--- src/rtl/l1b_buyruk_yanitlayici_if.sv ---
`default_nettype none
// ============================================================================
// Module   : l1b_buyruk_yanitlayici_if
// Purpose  : Bundles the getir1 request port, the getir2 response port, the
//            instruction-memory request/reply port and the error flag of the
//            instruction-side responder into one interface.
// Ports    : slave  modport - seen from the responder (l1b_buyruk_yanitlayici)
//            master modport - seen from the surrounding fetch/memory logic
// Revision : 1.0 - initial release
// ============================================================================
interface l1b_buyruk_yanitlayici_if #(
  parameter int PS_BIT   = 32,
  parameter int VERI_BIT = 32
);
  // getir1 -> responder fetch requests
  logic [PS_BIT-1:0]   g1_istek_ps_i;
  logic                g1_istek_gecerli_i;
  logic                g1_istek_hazir_o;
  // responder -> getir2 instruction responses
  logic [VERI_BIT-1:0] l1b_buyruk_o;
  logic                l1b_buyruk_gecerli_o;
  logic                l1b_buyruk_hazir_i;
  // responder <-> instruction memory
  logic [PS_BIT-1:0]   bellek_istek_adres_o;
  logic                bellek_istek_gecerli_o;
  logic                bellek_istek_hazir_i;
  logic [VERI_BIT-1:0] bellek_yanit_veri_i;
  logic                bellek_yanit_gecerli_i;
  // sticky protocol error
  logic                hata_o;

  modport slave (
    input  g1_istek_ps_i, g1_istek_gecerli_i,
    output g1_istek_hazir_o,
    output l1b_buyruk_o, l1b_buyruk_gecerli_o,
    input  l1b_buyruk_hazir_i,
    output bellek_istek_adres_o, bellek_istek_gecerli_o,
    input  bellek_istek_hazir_i, bellek_yanit_veri_i, bellek_yanit_gecerli_i,
    output hata_o
  );

  modport master (
    output g1_istek_ps_i, g1_istek_gecerli_i,
    input  g1_istek_hazir_o,
    input  l1b_buyruk_o, l1b_buyruk_gecerli_o,
    output l1b_buyruk_hazir_i,
    input  bellek_istek_adres_o, bellek_istek_gecerli_o,
    output bellek_istek_hazir_i, bellek_yanit_veri_i, bellek_yanit_gecerli_i,
    input  hata_o
  );
endinterface
`default_nettype wire

--- src/rtl/l1b_buyruk_yanitlayici.sv ---
`default_nettype none
// ============================================================================
// Module   : l1b_buyruk_yanitlayici
// Purpose  : Instruction-side responder for the getir1/getir2 fetch protocol.
//            Forwards credit-limited fetch requests to instruction memory,
//            buffers the in-order memory replies in a small FIFO and returns
//            exactly one instruction per accepted request to getir2.
// Ports    : clk_i  - clock, all state updates on the rising edge
//            rstn_i - synchronous active-low reset
//            bus    - l1b_buyruk_yanitlayici_if.slave (request, response,
//                     memory and error signals)
// Revision : 1.0 - initial release
// ============================================================================
module l1b_buyruk_yanitlayici #(
  parameter int PS_BIT        = 32,
  parameter int VERI_BIT      = 32,
  parameter int MAKS_BEKLEYEN = 3
) (
  input  wire logic                  clk_i,
  input  wire logic                  rstn_i,
  l1b_buyruk_yanitlayici_if.slave    bus
);

  localparam int CW = $clog2(MAKS_BEKLEYEN + 1);
  localparam int PW = (MAKS_BEKLEYEN > 1) ? $clog2(MAKS_BEKLEYEN) : 1;

  localparam logic [CW-1:0] C_SAYAC_BIR = CW'(1);
  localparam logic [PW-1:0] C_PTR_BIR   = PW'(1);
  localparam logic [PW-1:0] C_PTR_SON   = PW'(MAKS_BEKLEYEN - 1);
  localparam logic [CW:0]   C_MAKS      = (CW + 1)'(MAKS_BEKLEYEN);

  // Registered state
  logic [CW-1:0]       ucusta_q, ucusta_d;       // issued, reply not yet received
  logic [CW-1:0]       fifo_sayac_q, fifo_sayac_d;
  logic [PW-1:0]       yaz_ptr_q, yaz_ptr_d;
  logic [PW-1:0]       oku_ptr_q, oku_ptr_d;
  logic                hata_q, hata_d;
  logic [VERI_BIT-1:0] fifo_mem_q [MAKS_BEKLEYEN];

  // Combinational control
  logic [CW:0] bekleyen;
  logic        kredi;
  logic        kabul;
  logic        yaz;
  logic        oku;
  logic        basibos;
  logic        cikis_gecerli;

  // Credit uses registered counts only: a slot freed this cycle is not
  // offered to getir1 until the next cycle.
  assign bekleyen = {1'b0, ucusta_q} + {1'b0, fifo_sayac_q};
  assign kredi    = (bekleyen < C_MAKS);

  assign bus.bellek_istek_adres_o   = {bus.g1_istek_ps_i[PS_BIT-1:2], 2'b00};
  assign bus.bellek_istek_gecerli_o = bus.g1_istek_gecerli_i && kredi;
  assign bus.g1_istek_hazir_o       = kredi && bus.bellek_istek_hazir_i;

  assign kabul   = bus.g1_istek_gecerli_i && bus.g1_istek_hazir_o;
  // Memory cannot be backpressured, so a reply with nothing in flight is
  // simply dropped and flagged.
  assign yaz     = bus.bellek_yanit_gecerli_i && (ucusta_q != '0);
  assign basibos = bus.bellek_yanit_gecerli_i && (ucusta_q == '0);

  assign cikis_gecerli = (fifo_sayac_q != '0);
  assign oku           = cikis_gecerli && bus.l1b_buyruk_hazir_i;

  assign bus.l1b_buyruk_gecerli_o = cikis_gecerli;
  assign bus.l1b_buyruk_o         = cikis_gecerli ? fifo_mem_q[oku_ptr_q] : '0;
  assign bus.hata_o               = hata_q;

  // Next-state logic for counters, pointers and error flag
  always_comb begin
    ucusta_d     = ucusta_q;
    fifo_sayac_d = fifo_sayac_q;
    yaz_ptr_d    = yaz_ptr_q;
    oku_ptr_d    = oku_ptr_q;
    hata_d       = hata_q | basibos;

    if (kabul && !yaz) begin
      ucusta_d = ucusta_q + C_SAYAC_BIR;
    end else if (!kabul && yaz) begin
      ucusta_d = ucusta_q - C_SAYAC_BIR;
    end

    if (yaz && !oku) begin
      fifo_sayac_d = fifo_sayac_q + C_SAYAC_BIR;
    end else if (!yaz && oku) begin
      fifo_sayac_d = fifo_sayac_q - C_SAYAC_BIR;
    end

    // Pointers wrap modulo the FIFO depth, which need not be a power of two.
    if (yaz) begin
      yaz_ptr_d = (yaz_ptr_q == C_PTR_SON) ? '0 : yaz_ptr_q + C_PTR_BIR;
    end
    if (oku) begin
      oku_ptr_d = (oku_ptr_q == C_PTR_SON) ? '0 : oku_ptr_q + C_PTR_BIR;
    end
  end

  always_ff @(posedge clk_i) begin
    if (!rstn_i) begin
      ucusta_q     <= '0;
      fifo_sayac_q <= '0;
      yaz_ptr_q    <= '0;
      oku_ptr_q    <= '0;
      hata_q       <= 1'b0;
    end else begin
      ucusta_q     <= ucusta_d;
      fifo_sayac_q <= fifo_sayac_d;
      yaz_ptr_q    <= yaz_ptr_d;
      oku_ptr_q    <= oku_ptr_d;
      hata_q       <= hata_d;
    end
  end

  // Data storage needs no reset: the output is masked while the FIFO is empty.
  always_ff @(posedge clk_i) begin
    if (rstn_i && yaz) begin
      fifo_mem_q[yaz_ptr_q] <= bus.bellek_yanit_veri_i;
    end
  end

endmodule
`default_nettype wire

--- src/flat_wrapper.sv ---
// flat-port wrapper written by rule: the top's interface ports become plain ports
module l1b_buyruk_yanitlayici_flat 
#(
  parameter int PS_BIT        = 32,
  parameter int VERI_BIT      = 32,
  parameter int MAKS_BEKLEYEN = 3
)
  (clk_i, rstn_i, bus_g1_istek_ps_i, bus_g1_istek_gecerli_i, bus_g1_istek_hazir_o, bus_l1b_buyruk_o, bus_l1b_buyruk_gecerli_o, bus_l1b_buyruk_hazir_i, bus_bellek_istek_adres_o, bus_bellek_istek_gecerli_o, bus_bellek_istek_hazir_i, bus_bellek_yanit_veri_i, bus_bellek_yanit_gecerli_i, bus_hata_o);
  l1b_buyruk_yanitlayici_if #(.PS_BIT(PS_BIT), .VERI_BIT(VERI_BIT)) bus_i ();
  input  wire logic clk_i;
  input  wire logic rstn_i;
  input wire logic [$bits(bus_i.g1_istek_ps_i)-1:0] bus_g1_istek_ps_i;
  input wire logic [$bits(bus_i.g1_istek_gecerli_i)-1:0] bus_g1_istek_gecerli_i;
  output wire logic [$bits(bus_i.g1_istek_hazir_o)-1:0] bus_g1_istek_hazir_o;
  output wire logic [$bits(bus_i.l1b_buyruk_o)-1:0] bus_l1b_buyruk_o;
  output wire logic [$bits(bus_i.l1b_buyruk_gecerli_o)-1:0] bus_l1b_buyruk_gecerli_o;
  input wire logic [$bits(bus_i.l1b_buyruk_hazir_i)-1:0] bus_l1b_buyruk_hazir_i;
  output wire logic [$bits(bus_i.bellek_istek_adres_o)-1:0] bus_bellek_istek_adres_o;
  output wire logic [$bits(bus_i.bellek_istek_gecerli_o)-1:0] bus_bellek_istek_gecerli_o;
  input wire logic [$bits(bus_i.bellek_istek_hazir_i)-1:0] bus_bellek_istek_hazir_i;
  input wire logic [$bits(bus_i.bellek_yanit_veri_i)-1:0] bus_bellek_yanit_veri_i;
  input wire logic [$bits(bus_i.bellek_yanit_gecerli_i)-1:0] bus_bellek_yanit_gecerli_i;
  output wire logic [$bits(bus_i.hata_o)-1:0] bus_hata_o;
  assign bus_i.g1_istek_ps_i = bus_g1_istek_ps_i;
  assign bus_i.g1_istek_gecerli_i = bus_g1_istek_gecerli_i;
  assign bus_g1_istek_hazir_o = bus_i.g1_istek_hazir_o;
  assign bus_l1b_buyruk_o = bus_i.l1b_buyruk_o;
  assign bus_l1b_buyruk_gecerli_o = bus_i.l1b_buyruk_gecerli_o;
  assign bus_i.l1b_buyruk_hazir_i = bus_l1b_buyruk_hazir_i;
  assign bus_bellek_istek_adres_o = bus_i.bellek_istek_adres_o;
  assign bus_bellek_istek_gecerli_o = bus_i.bellek_istek_gecerli_o;
  assign bus_i.bellek_istek_hazir_i = bus_bellek_istek_hazir_i;
  assign bus_i.bellek_yanit_veri_i = bus_bellek_yanit_veri_i;
  assign bus_i.bellek_yanit_gecerli_i = bus_bellek_yanit_gecerli_i;
  assign bus_hata_o = bus_i.hata_o;
  l1b_buyruk_yanitlayici #(.PS_BIT(PS_BIT), .VERI_BIT(VERI_BIT), .MAKS_BEKLEYEN(MAKS_BEKLEYEN)) u_core (.clk_i(clk_i), .rstn_i(rstn_i), .bus(bus_i));
endmodule
--- config.mk ---
export PLATFORM = sky130hd
export DESIGN_NAME = l1b_buyruk_yanitlayici_flat
export DESIGN_NICKNAME = d
export VERILOG_FILES = /design/src/rtl/l1b_buyruk_yanitlayici_if.sv /design/src/rtl/l1b_buyruk_yanitlayici.sv /design/src/flat_wrapper.sv
export SDC_FILE = /design/constraint.sdc
export NUM_CORES = 1
export LEC_CHECK = 0
export ABC_AREA = 1
export CAP_MARGIN = 10
export CORE_AREA = 3 3 141 88
export CTS_CLUSTER_DIAMETER = 80
export CTS_CLUSTER_SIZE = 28
export DETAILED_ROUTE_END_ITERATION = 10
export DIE_AREA = 0 0 144 91
export PLACE_DENSITY_LB_ADDON = 0.12
export SKIP_CTS_REPAIR_TIMING = 1
export SYNTH_ARGS = -nofsm -noshare
export SYNTH_HDL_FRONTEND = slang
export SYNTH_SLANG_ARGS = --single-unit
--- constraint.sdc ---
create_clock -name clk_i -period 3.1 [get_ports clk_i]
set_input_delay 0.465 -clock clk_i [delete_from_list [all_inputs] [get_ports clk_i]]
set_output_delay 0.465 -clock clk_i [all_outputs]
set_load 0.05 [all_outputs]
==> impl_metrics.tcl, run 1 <==
set metrics [dict create \
    first_pass_iters 5 \
    slew_violations 0 \
    die_h_um 91 \
    cts_buffers 9 \
    initial_utilization_pct 42.6 \
    vias_per_cell 4.54 \
    fin_tns_setup_ps 0 \
    port_buffers 73 \
    globalRouteMet1Util_pct 18.3 \
    seqCellArea_mm2 0.00311 \
    rows 30 \
    synth-async-reset-ratio_pct 0 \
    synth-seq-cells 107 \
    io_pins 138 \
    finalCritPeriodShare_pct 95.9 \
    rrSetupSlack_ps 960 \
    die_w_um 144 \
    busiest_layer "met2" \
    antenna_found_initial 0 \
    grtUsageTotal_pct 13.9 \
    syn-mean-instance-area_um2 10.6 \
    vdd_ir_drop_max_v 0.000507 \
    hold_viol_final 0 \
    overflow 0 \
    syn_area_mm2 0.00478 \
    grt_max_degree 33 \
    synth_warnings 0 \
    seq_area_frac_synth_pct 64.9 \
    endpoint_kind "output pin" \
    layout_commonest_cell "inv_1" \
    synthToLayoutAreaGrowth_pct 19.7 \
    cts_htree_levels 3 \
    multi_input_area_um2 917 \
    clock_latency_ps 340 \
    num-nets-final 567 \
    crit_arrival_ps 2510 \
    vias 2907 \
    place.gp.congestion 0.722 \
    dp_hpwl_um 5470 \
    critPathMaxFanout 6 \
    powerDensity_mw_per_mm2 879 \
    cap_violations 0 \
    grtUsageMet3_pct 4.58 \
    finalSetupViolations 0 \
    die_area_mm2 0.0131 \
    status "finished, final reports clean" \
    drcViolationCount 0 \
    drive_gt1_share_pct 6.45 \
    crit_type "register to output pin" \
    finClkSkew_ps 5.53 \
    fillers 1000 \
    required_ps 2630 \
    grt_pass1_wl_um 14000 \
    yosysUniqueCellTypes 26 \
    final_cell_mix "inv_1, edfxtp_1, clkdlybuf4s50_1" \
    synth-edff-count 96 \
    tightest_slew_ps 515 \
    drt-total-wl_um 8610 \
    cts_tree "built" \
    core_area_mm2 0.0112 \
    cts_root_buf "clkbuf_16" \
    grt.met2_usage_pct 21.7 \
    clock_path_buffers 2 \
    synthCells 450 \
    detail_route.iter0.violations 134 \
    min_path_type "register to register" \
    cellLeakagePower_uw 0.00241 \
    period_needed_ps 2970 \
    antenna_cells 0 \
    clkTransAtPathRegs_ps 60 \
    rsz0062_at_grt "false" \
    slew_headroom_pct 65.6 \
    max_freq_mhz 336 \
    ant_nets 0 \
    synth-main-ff-cell "edfxtp_1" \
    crit_path_start_kind "register" \
    grt_pass1_vias 2825 \
    cts.sinks 107 \
    wire_per_inst_um 13.5 \
    fin_util_pct 51.0 \
]
==> cell type report <==
cell class,instances,share of cell area [%]
Clock buffer,10,4.00
Timing Repair Buffer,81,14.3
Sequential cell,107,54.3
Tap cell,144,3.15
Multi-Input combinational cell,179,16.0
Inverter,115,7.54
Clock inverter,4,0.765
==> per-layer routing <==
metal  up-vias  wire length (µm)
met2        73              3940
met1      1319              4080
li1       1497                 -
met5         -                 0
met3        18               458
met4         0               124
==> power by group <==
part / switching, µW / total (µW) / internal (µW)
clock network: 451 / 1060 / 611
logic: 1420 / 2120 / 703
registers: 130 / 1850 / 1720
==> through the flow <==
stage / total power [µW] / cells / hold slack, ps / cell area (µm²) / worst slack (ps)
6_report: 5030 / 640 / 474 / 5720 / 127
3_5_place_dp: 4020 / 626 / 464 / 5450 / 457
5_1_grt: 5350 / 640 / 518 / 5720 / 31.5
2_1_floorplan: 3460 / 451 / 467 / 4790 / 599
3_3_place_gp: 3990 / 626 / 451 / 5450 / 506
4_1_cts: 5100 / 640 / 478 / 5720 / 88.3
==> cells in the mapped netlist, types with 2 or more instances <==
| master | number | share of area, % |
|---|---|---|
| nand2_1 | 41 | 3.2 |
| buf_4 | 34 | 5.3 |
| nor3_1 | 2 | 0.21 |
| clkbuf_2 | 6 | 0.63 |
| nand4_1 | 2 | 0.26 |
| ha_1 | 3 | 0.79 |
| buf_6 | 4 | 0.94 |
| nand3_1 | 4 | 0.42 |
| a21oi_2 | 2 | 0.37 |
| inv_1 | 115 | 9.0 |
| buf_2 | 6 | 0.63 |
| nor2_1 | 13 | 1.0 |
| a21oi_1 | 32 | 3.3 |
| o21ai_0 | 41 | 4.3 |
| o21ai_1 | 29 | 3.0 |
| edfxtp_1 | 96 | 60 |
| dfxtp_1 | 11 | 4.6 |
==> critical path, cell delays in order (launching register included) <==
cell	delay (ps)
dfxtp_1	450
ha_1	200
fa_1	410
a21o_1	210
nor2_1	90
clkdlybuf4s50_1	810
==> final timing paths <==
check / from / end / depth (start not counted)
min: u_core.bus.hata_o$_SDFF_PN0_ / u_core.bus.hata_o$_SDFF_PN0_ / 2
max reg2reg: u_core.fifo_sayac_q[0]$_SDFFE_PN0P_ / u_core.ucusta_q[1]$_SDFFE_PN0P_ / 10
min reg2reg: u_core.bus.hata_o$_SDFF_PN0_ / u_core.bus.hata_o$_SDFF_PN0_ / 2
max: u_core.fifo_sayac_q[0]$_SDFFE_PN0P_ / bus_bellek_istek_gecerli_o / 5
==> registers in the layout (all words and copies together) (netlist names), named ones only <==
name and flops:
u_core.ucusta_q 2, u_core.fifo_mem_q 96, u_core.oku_ptr_q 2, u_core.fifo_sayac_q 2, u_core.bus.hata_o 1, u_core.yaz_ptr_q 2
==> cell families after synthesis <==
kind of cell / Yosys count / share of synthesized area (%)
buffers and inverters: 165 / 16.6
other: 1 / 0.0784
AO/OA/AOI/OAI: 107 / 11.5
AND/OR/NAND/NOR: 66 / 5.76
adder cells (fa/ha/maj): 4 / 1.20
flip-flops: 107 / 64.9
Note: power is estimated with default switching activity, not from simulation.
==> run 2, diff against run 1 <==
- GPL_ROUTABILITY_DRIVEN: unset -> 0
- MAX_ROUTING_LAYER: unset -> met4
==> run 2 against run 1 <==
  * Clock skew shrank 0.70 ps
  * Via count is essentially flat
  * Total power is essentially flat
  * Global-route usage grew 0.38 points
  * Highest routed layer unchanged
  * Die area is the same
  * Critical path depth is the same
  * Setup slack gained 1.1 ps
==> impl_metrics.tcl, run 2 (synthesis results as in run 1) <==
set metrics [dict create \
    top_register "u_core.fifo_mem_q" \
    drive_gt1_share_pct 6.45 \
    wire_per_inst_um 13.5 \
    rsz0062_at_grt "false" \
    antenna_found_initial 0 \
    synthToLayoutAreaGrowth_pct 19.7 \
    first_pass_iters 4 \
    antenna_cells 0 \
    finalSetupViolations 0 \
    stdcell_area_mm2 0.00572 \
    grt_max_degree 33 \
    required_ps 2630 \
    timing.critical_path.to "bus_bellek_istek_gecerli_o" \
    r2r_end "u_core.ucusta_q[1]$_SDFFE_PN0P_" \
    min_path_type "register to register" \
    drt-total-wl_um 8610 \
    cap_violations 0 \
    period_needed_ps 2970 \
    ant_nets 0 \
    critPathMaxFanout 6 \
    cts_tree "built" \
    multi_input_area_um2 917 \
    cellLeakagePower_uw 0.00241 \
    final_cell_mix "inv_1, edfxtp_1, clkdlybuf4s50_1" \
    die_h_um 91 \
    io_pins 138 \
    detail_route.iter0.violations 139 \
    status "finished, final reports clean" \
    cts_root_buf "clkbuf_16" \
    layout_commonest_cell "inv_1" \
    rows 30 \
    dp_hpwl_um 5470 \
    die_w_um 144 \
    tightest_slew_ps 515 \
    port_buffers 73 \
    powerDensity_mw_per_mm2 879 \
    rrSetupSlack_ps 960 \
    cts.sinks 107 \
    fillers 1000 \
    crit_path_start_kind "register" \
    seqCellArea_mm2 0.00311 \
    reg2reg_from "u_core.fifo_sayac_q[0]$_SDFFE_PN0P_" \
    cp-startpoint "u_core.fifo_sayac_q[0]$_SDFFE_PN0P_" \
    clkTransAtPathRegs_ps 60 \
    fin_tns_setup_ps 0 \
    clock_latency_ps 340 \
    slew_violations 0 \
    num-nets-final 567 \
    grt_pass1_vias 2820 \
    cts_htree_levels 3 \
    hold_viol_final 0 \
    crit_type "register to output pin" \
    finalCritPeriodShare_pct 95.9 \
    finClkSkew_ps 4.83 \
    largest_reg_flops 96 \
    vdd_ir_drop_max_v 0.000506 \
    dpl-instance-area_mm2 0.00545 \
    slew_headroom_pct 65.6 \
    overflow 0 \
    vias 2908 \
    cts_buffers 9 \
    ff2ff_path_depth 10 \
    grt_pass1_wl_um 14000 \
    die_area_mm2 0.0131 \
    grtUsageTotal_pct 14.3 \
    core_area_mm2 0.0112 \
    finalPower_uw 5030 \
    initial_utilization_pct 42.6 \
    max_freq_mhz 337 \
    clock_path_buffers 2 \
    crit_arrival_ps 2510 \
    endpoint_kind "output pin" \
    drcViolationCount 0 \
    vias_per_cell 4.54 \
]
run 2: cell counts in the layout (fill, tap and decap cells not counted):
Identical to the previous run, type by type.
run 2: per-stage QoR:
| step | setup slack [ps] | cells | hold WS (ps) | util, % |
|---|---|---|---|---|
| after floorplan | 599 | 451 | 467 | - |
| after global placement | 506 | 626 | 451 | 48.6 |
| after detailed placement | 457 | 626 | 464 | 48.6 |
| after CTS | 88.3 | 640 | 478 | 51.0 |
| after global routing | 34.0 | 640 | 517 | 51.0 |
| final | 129 | 640 | 473 | 51.0 |
run 2: power by group:
| part | switching [µW] | internal [µW] |
|---|---|---|
| sequential | 129 | 1720 |
| combinational | 1420 | 703 |
| clock | 450 | 611 |
run 2: cell type report:
type                       count  share of cell area [%]
inverter                     115                    7.54
clock inverter                 4                   0.765
sequential                   107                    54.3
timing repair buffer          81                    14.3
multi-input combinational    179                    16.0
clock buffer                  10                    4.00
tap                          144                    3.15
run 2: critical path, stage by stage (launching register included):
cell             delay, ps
dfxtp_1                450
ha_1                   200
fa_1                   410
a21o_1                 210
nor2_1                  90
clkdlybuf4s50_1        810
run 2: metal layers:
metal	GRT usage, %	vias to the layer above	wire [µm]
met5	-	-	0
met3	4.42	16	426
met1	18.4	1317	4120
li1	-	1498	-
met2	21.6	77	3970
met4	4.62	0	103
run 2: worst min path at each step:
stage / from / to / slack, ps / cells past startpoint
finish: u_core.bus.hata_o$_SDFF_PN0_ / u_core.bus.hata_o$_SDFF_PN0_ / 470 / 2
global route: u_core.bus.hata_o$_SDFF_PN0_ / u_core.bus.hata_o$_SDFF_PN0_ / 520 / 2
CTS: u_core.bus.hata_o$_SDFF_PN0_ / u_core.bus.hata_o$_SDFF_PN0_ / 480 / 2
detailed placement: u_core.bus.hata_o$_SDFF_PN0_ / u_core.bus.hata_o$_SDFF_PN0_ / 460 / 2
global placement: u_core.bus.hata_o$_SDFF_PN0_ / u_core.bus.hata_o$_SDFF_PN0_ / 450 / 2
floorplan: u_core.yaz_ptr_q[1]$_SDFFE_PN0P_ / u_core.yaz_ptr_q[1]$_SDFFE_PN0P_ / 470 / 2
